<file path="config.mk">
export PLATFORM = sky130hd
export DESIGN_NAME = fetch_unit
export DESIGN_NICKNAME = d
export VERILOG_FILES = /design/src/rtl/fetch_pkg.sv /design/src/rtl/fetch_queue.sv /design/src/rtl/fetch_unit.sv
export SDC_FILE = /design/constraint.sdc
export NUM_CORES = 1
export LEC_CHECK = 0
export CAP_MARGIN = 40
export CELL_PAD_IN_SITES_DETAIL_PLACEMENT = 1
export CELL_PAD_IN_SITES_GLOBAL_PLACEMENT = 1
export CORE_ASPECT_RATIO = 2
export CORE_MARGIN = 8
export CORE_UTILIZATION = 43
export DETAILED_ROUTE_END_ITERATION = 12
export GPL_ROUTABILITY_DRIVEN = 1
export GPL_TIMING_DRIVEN = 0
export PLACE_DENSITY = 0.89
export REMOVE_ABC_BUFFERS = 1
export SLEW_MARGIN = 20
export SYNTH_ARGS = -nofsm -noshare
export SYNTH_HDL_FRONTEND = slang
export SYNTH_HIERARCHICAL = 1
export SYNTH_SLANG_ARGS = --single-unit
</file>
<file path="constraint.sdc">
create_clock -name clk -period 8.9 [get_ports clk]
set_clock_uncertainty 0.05 [all_clocks]
set_input_delay 1.335 -clock clk [delete_from_list [all_inputs] [get_ports clk]]
set_output_delay 1.335 -clock clk [all_outputs]
set_load 0.02 [all_outputs]
</file>
<file path="src/rtl/fetch_pkg.sv">
// Shared constants and types for the instruction-fetch sequencer.
package fetch_pkg;

  localparam int          IMEM_AW = 6;
  localparam int          PC_W    = 64;
  localparam logic [63:0] PC_STEP = 64'd4;
  localparam int          INSTR_W = 32;

  typedef struct packed {
    logic [INSTR_W-1:0] instr;
    logic [PC_W-1:0]    pc;
  } fetch_entry_t;

endpackage

</file>
<file path="src/rtl/fetch_queue.sv">
// Small circular FIFO holding fetched {instr, pc} entries.
// Storage is not reset; the pointers and count define which entries are live.
module fetch_queue #(
  parameter int DEPTH = 2,
  parameter int WIDTH = 96
) (
  input  logic             clk,
  input  logic             reset,
  input  logic             flush,
  input  logic             push,
  input  logic [WIDTH-1:0] push_data,
  input  logic             pop,
  output logic [WIDTH-1:0] head,
  output logic             valid,
  output logic             full
);

  localparam int PTR_W = (DEPTH > 1) ? $clog2(DEPTH) : 1;
  localparam int CNT_W = $clog2(DEPTH) + 1;
  localparam logic [CNT_W-1:0] CNT_ONE  = CNT_W'(1);
  localparam logic [CNT_W-1:0] CNT_FULL = CNT_W'(DEPTH);
  localparam logic [PTR_W-1:0] PTR_ONE  = PTR_W'(1);

  logic [WIDTH-1:0] mem [DEPTH];
  logic [PTR_W-1:0] wr_ptr;
  logic [PTR_W-1:0] rd_ptr;
  logic [CNT_W-1:0] count;

  // Pointer and occupancy tracking; flush and reset drop every live entry.
  always_ff @(posedge clk) begin
    if (reset || flush) begin
      wr_ptr <= '0;
      rd_ptr <= '0;
      count  <= '0;
    end else begin
      if (push) wr_ptr <= wr_ptr + PTR_ONE;
      if (pop)  rd_ptr <= rd_ptr + PTR_ONE;
      case ({push, pop})
        2'b10:   count <= count + CNT_ONE;
        2'b01:   count <= count - CNT_ONE;
        default: count <= count;
      endcase
    end
  end

  // Entry storage; written only on push, never cleared.
  always_ff @(posedge clk) begin
    if (push) mem[wr_ptr] <= push_data;
  end

  assign head  = mem[rd_ptr];
  assign valid = (count != '0);
  assign full  = (count == CNT_FULL);

endmodule

</file>
<file path="src/rtl/fetch_unit.sv">
// Instruction-fetch sequencer: owns the PC, fetches one word per cycle from a
// combinational instruction memory and hands words to decode via valid/ready.
// Optional macro FETCH_HALT_EN: stop fetching on an all-zero instruction word.
module fetch_unit
  import fetch_pkg::*;
#(
  parameter int N     = 32,
  parameter int DEPTH = 2
) (
  input  logic               clk,
  input  logic               reset,
  output logic [IMEM_AW-1:0] imem_addr,
  input  logic [N-1:0]       imem_q,
  input  logic               redirect,
  input  logic [PC_W-1:0]    redirect_pc,
  output logic               instr_valid,
  input  logic               instr_ready,
  output logic [N-1:0]       instr,
  output logic [PC_W-1:0]    instr_pc,
  output logic               halted
);

  localparam int EW = N + PC_W;

  logic [PC_W-1:0] pc;
  logic [PC_W-1:0] target_pc;
  logic            halt_q;
  logic            fetch_en;
  logic            halt_set;
  logic            push;
  logic            pop;
  logic            q_valid;
  logic            q_full;
  logic [EW-1:0]   q_head;

  assign pop       = q_valid && instr_ready;
  assign fetch_en  = !halt_q && !redirect && (!q_full || pop);
  assign target_pc = redirect_pc & ~64'd3;

`ifdef FETCH_HALT_EN
  assign halt_set = fetch_en && (imem_q == '0);
`else
  assign halt_set = 1'b0;
`endif

  assign push = fetch_en && !halt_set;

  fetch_queue #(
    .DEPTH (DEPTH),
    .WIDTH (EW)
  ) u_queue (
    .clk       (clk),
    .reset     (reset),
    .flush     (redirect),
    .push      (push),
    .push_data ({imem_q, pc}),
    .pop       (pop),
    .head      (q_head),
    .valid     (q_valid),
    .full      (q_full)
  );

  // PC update: reset, then redirect, then sequential advance on each push.
  always_ff @(posedge clk) begin
    if (reset)         pc <= '0;
    else if (redirect) pc <= target_pc;
    else if (push)     pc <= pc + PC_STEP;
  end

  // Halt flag: set by a zero word, cleared only by redirect or reset.
  always_ff @(posedge clk) begin
    if (reset)         halt_q <= 1'b0;
    else if (redirect) halt_q <= 1'b0;
    else if (halt_set) halt_q <= 1'b1;
  end

  assign imem_addr   = pc[IMEM_AW+1:2];
  assign instr_valid = q_valid;
  // Head fields are forced to zero when the queue is empty so that
  // uninitialised storage never reaches decode.
  assign instr       = q_valid ? q_head[EW-1:PC_W] : '0;
  assign instr_pc    = q_valid ? q_head[PC_W-1:0]  : '0;
  assign halted      = halt_q;

endmodule

</file>
==> metrics.md <==
| Metric | Value |
|---|---|
| Initial core utilization | `43.3%` |
| Max Slew Vio Count | `0` |
| CP max-delay cell | `clkdlybuf4s50_1` |
| CTS Buf Count | `23` |
| Worst EP required | `7.52 ns` |
| Number of global-route vias before repair | `8,873` |
| Initial antenna violation count | `0` |
| First-pass GRT wire length | `51,400 um` |
| Worst path arrival time | `2.77 ns` |
| Hold Slack | `0.449 ns` |
| DR vias/cell | `5.56` |
| PwrDens | `185 nW/um2` |
| Crit Path Class | `reg2out` |
| PortBufs | `200` |
| Slowest stage delay, CP | `0.62 ns` |
| Final net count | `1,197` |
| Logic pwr share | `11.8%` |
| Largest net degree at the start of global routing | `62` |
| CP Depth | `5` |
| Leakage | `4.90 nW` |
| Ports | `204` |
| Placer congestion estimate | `0.788` |
| Period minus WS final | `4.16 ns` |
| Worst-Skew Late Latency | `0.52 ns` |
| Worst slew pin tran | `0.837 ns` |
| DIE HEIGHT | `248 um` |
| DP HPWL | `23,200 um` |
| Max Cap Viol | `0` |
| Synthesized flop and latch total | `259` |
| GR Util All Layers | `19.8%` |
| Type of the tightest min-delay check | `reg2reg` |
| Fmax achieved | `0.240 GHz` |
| Post-synthesis cell count | `917` |
| Total Power | `2.72 mW` |
| CP Max Fanout | `41` |
| RSZ-0062 raised after global routing | `no` |
| Crit-path cells | `buf_16 -> buf_12 -> mux2_2 -> and2_1 -> clkdlybuf4s50_1` |
| CP Buf/Inv Count | `3` |
| Final instance area | `14,800 um2` |
| Cell area after synthesis | `11,600 um2` |
| Post-Layout Cell Count | `1,459` |
| Share of layout cells above drive strength 1 | `14.4%` |
| Seq pwr share | `52.2%` |
| Synth warn | `6` |
| R2R Setup Slk | `5.31 ns` |
| Max clock buf depth | `3` |
| CP top delay family | `buffers and inverters` |
| Register area share after synthesis | `61.2%` |
| Synth area leader | `edfxtp_1` |
| Routed len/inst | `22.8 um` |
| CTS tree | `built` |
| Placed insts | `1,417` |
| Area growth from synthesis to layout | `27.1%` |
| CORE AREA | `26,800 um2` |
| Final antenna-violating net count | `0` |
| Total wire length | `33,200 um` |
| Most common cell after layout, fill and taps aside | `clkdlybuf4s50_1` |
| Endpoints failing hold | `0` |
| Row cnt | `85` |
| Critical Path End Type | `output port` |
| Die Wd | `132 um` |
| Placement Cell Area | `14,000 um2` |
| Die ar. | `32,900 um2` |
| Post-synth top flop | `edfxtp_1` |
| Worst Setup EP | `instr_pc[22]` |
| ANT cells | `0` |
| EDFF count, synth | `192` |
| Fin crit share | `46.7%` |
| Sink Count | `259` |
| Clk network pwr share | `36.0%` |
| VDD IR max | `0.000155 V` |
| Worst slew margin | `44.2%` |
| Via count | `8,119` |
| Ys async rst share | `0%` |
| Grt total ovfl | `0` |
| Mean area per synthesized cell | `12.7 um2` |
| Setup bufs post-CTS | `0` |
| Drt first pass iters | `4` |
| Int Power | `2.08 mW` |
| DRC Markers | `0` |
| Root buffer cell | `clkbuf_16` |
| Post-CTS resize count | `0` |
| H-tree levels | `1` |
| FF-to-FF path depth | `7` |
| Switching Share | `23.8%` |
| Outcome | `finished clean` |
| Top cells by area, synth | `edfxtp_1, dfxtp_1, mux2_2` |
| Fill cells | `2,763` |
| Yosys cell types | `53` |
| Synth top area share | `49.6%` |
| Clock slew at the register clock pins of the worst setup and hold paths | `0.07 ns` |
| Worst flop-to-flop path startpoint | `u_queue/count[0]$_SDFFE_PP0P_` |
| CP Launch Type | `flop` |
| Hold Buf Count CTS | `0` |
| Initial DRC count | `478` |
| Final setup viols | `0` |
| Commonest non-fill, non-tap cells in the layout | `clkdlybuf4s50_1, edfxtp_1, and2_1` |
| FF-to-FF End | `pc[54]$_SDFFE_PP0P_` |
| NetSw | `647 uW` |
[logic make-up (layout without fill, tap and decap cells)]
family	Yosys count	count (layout)	share of synthesized area, %
flip-flops	259	259	61.2
AND/OR/NAND/NOR	349	349	17.0
multiplexers	97	97	9.39
other	1	5	0.0323
AO/OA/AOI/OAI	95	95	5.96
adder cells (fa/ha/maj)	2	2	0.215
buffers and inverters	74	264	3.20
XOR/XNOR	40	40	3.02
[per-stage QoR]
stage | util, % | worst slack (ns) | setup TNS [ns]
final | 55.1 | 4.74 | 0
after global routing | 55.1 | 4.63 | 0
after CTS | 55.1 | 4.69 | 0
after detailed placement | 52.4 | 4.61 | 0
after global placement | 51.2 | -1.34 | -127.73
after floorplan | - | 2.46 | 0
[power by group through the flow]
stage / registers [mW] / logic [mW] / clock network [mW]
global route: 1.43 / 0.344 / 1.04
CTS: 1.42 / 0.326 / 1.00
global placement: 1.45 / 0.298 / 0
detailed placement: 1.45 / 0.323 / 0
finish: 1.42 / 0.321 / 0.980
floorplan: 1.44 / 0.152 / 0
[state kept, by name, summed over array words and instances (netlist names), named ones only]
name            flops
u_queue/rd_ptr      1
u_queue/count       2
pc                 62
u_queue/wr_ptr      1
u_queue/mem       192
[cell usage after synthesis, drive strengths merged, types with 2 or more instances]
| master | n |
|---|---|
| a211oi | 34 |
| a21oi | 9 |
| a311oi | 18 |
| a31o | 2 |
| a31oi | 5 |
| and2 | 103 |
| and3 | 8 |
| and4 | 8 |
| buf | 34 |
| clkbuf | 31 |
| dfxtp | 67 |
| edfxtp | 192 |
| ha | 2 |
| inv | 9 |
| mux2 | 96 |
| nand2 | 34 |
| nand3 | 38 |
| nand4 | 23 |
| nor2 | 62 |
| nor3 | 18 |
| nor3b | 2 |
| nor4 | 17 |
| o21ai | 10 |
| o31ai | 9 |
| o41ai | 3 |
| or2 | 2 |
| or3 | 13 |
| or4 | 13 |
| xnor2 | 31 |
| xor2 | 9 |
[worst min path at each step]
stage / from / endpoint / slack, ns / cells past startpoint
6_report: pc[63]$_SDFFE_PP0P_ / u_queue/mem[1][63]$_DFFE_PP_ / 0.45 / 0
5_1_grt: pc[63]$_SDFFE_PP0P_ / u_queue/mem[1][63]$_DFFE_PP_ / 0.45 / 0
4_1_cts: pc[63]$_SDFFE_PP0P_ / u_queue/mem[0][63]$_DFFE_PP_ / 0.45 / 0
3_5_place_dp: pc[63]$_SDFFE_PP0P_ / u_queue/mem[1][63]$_DFFE_PP_ / 0.42 / 0
3_3_place_gp: pc[63]$_SDFFE_PP0P_ / u_queue/mem[1][63]$_DFFE_PP_ / 0.42 / 0
2_1_floorplan: pc[47]$_SDFFE_PP0P_ / u_queue/mem[0][47]$_DFFE_PP_ / 0.39 / 0
[layout make-up]
class                   instances  area (um2)  share of cell area, %
clock buffers                  34         657                   4.45
flip-flops and latches        259        7110                   48.2
repair buffers                214        2290                   15.5
inverters                       9        36.3                  0.246
well taps                     348         435                   2.95
multi-input cells             588        4170                   28.2
clock inverters                 7        65.1                  0.441
[layer usage]
metal  GRT usage [%]  share of wire (%)  wire length, um  up-vias
met2            37.9                 56            18500      209
met1            20.5                 37            12200     4087
met3            2.44                3.4             1130       61
met4            9.86                4.3             1430        0
li1                -                  -                -     3762
met5               0                  0                0        -
[worst reg2reg max path, cell delays in order (launching register included)]
cell,delay (ns)
dfxtp_1,0.41
or2_4,0.47
buf_12,0.29
a21bo_2,0.29
nand4_2,0.31
or3_1,0.77
or4_1,0.64
a311oi_1,0.27
No activity file was read; power rests on OpenSTA's default activity.
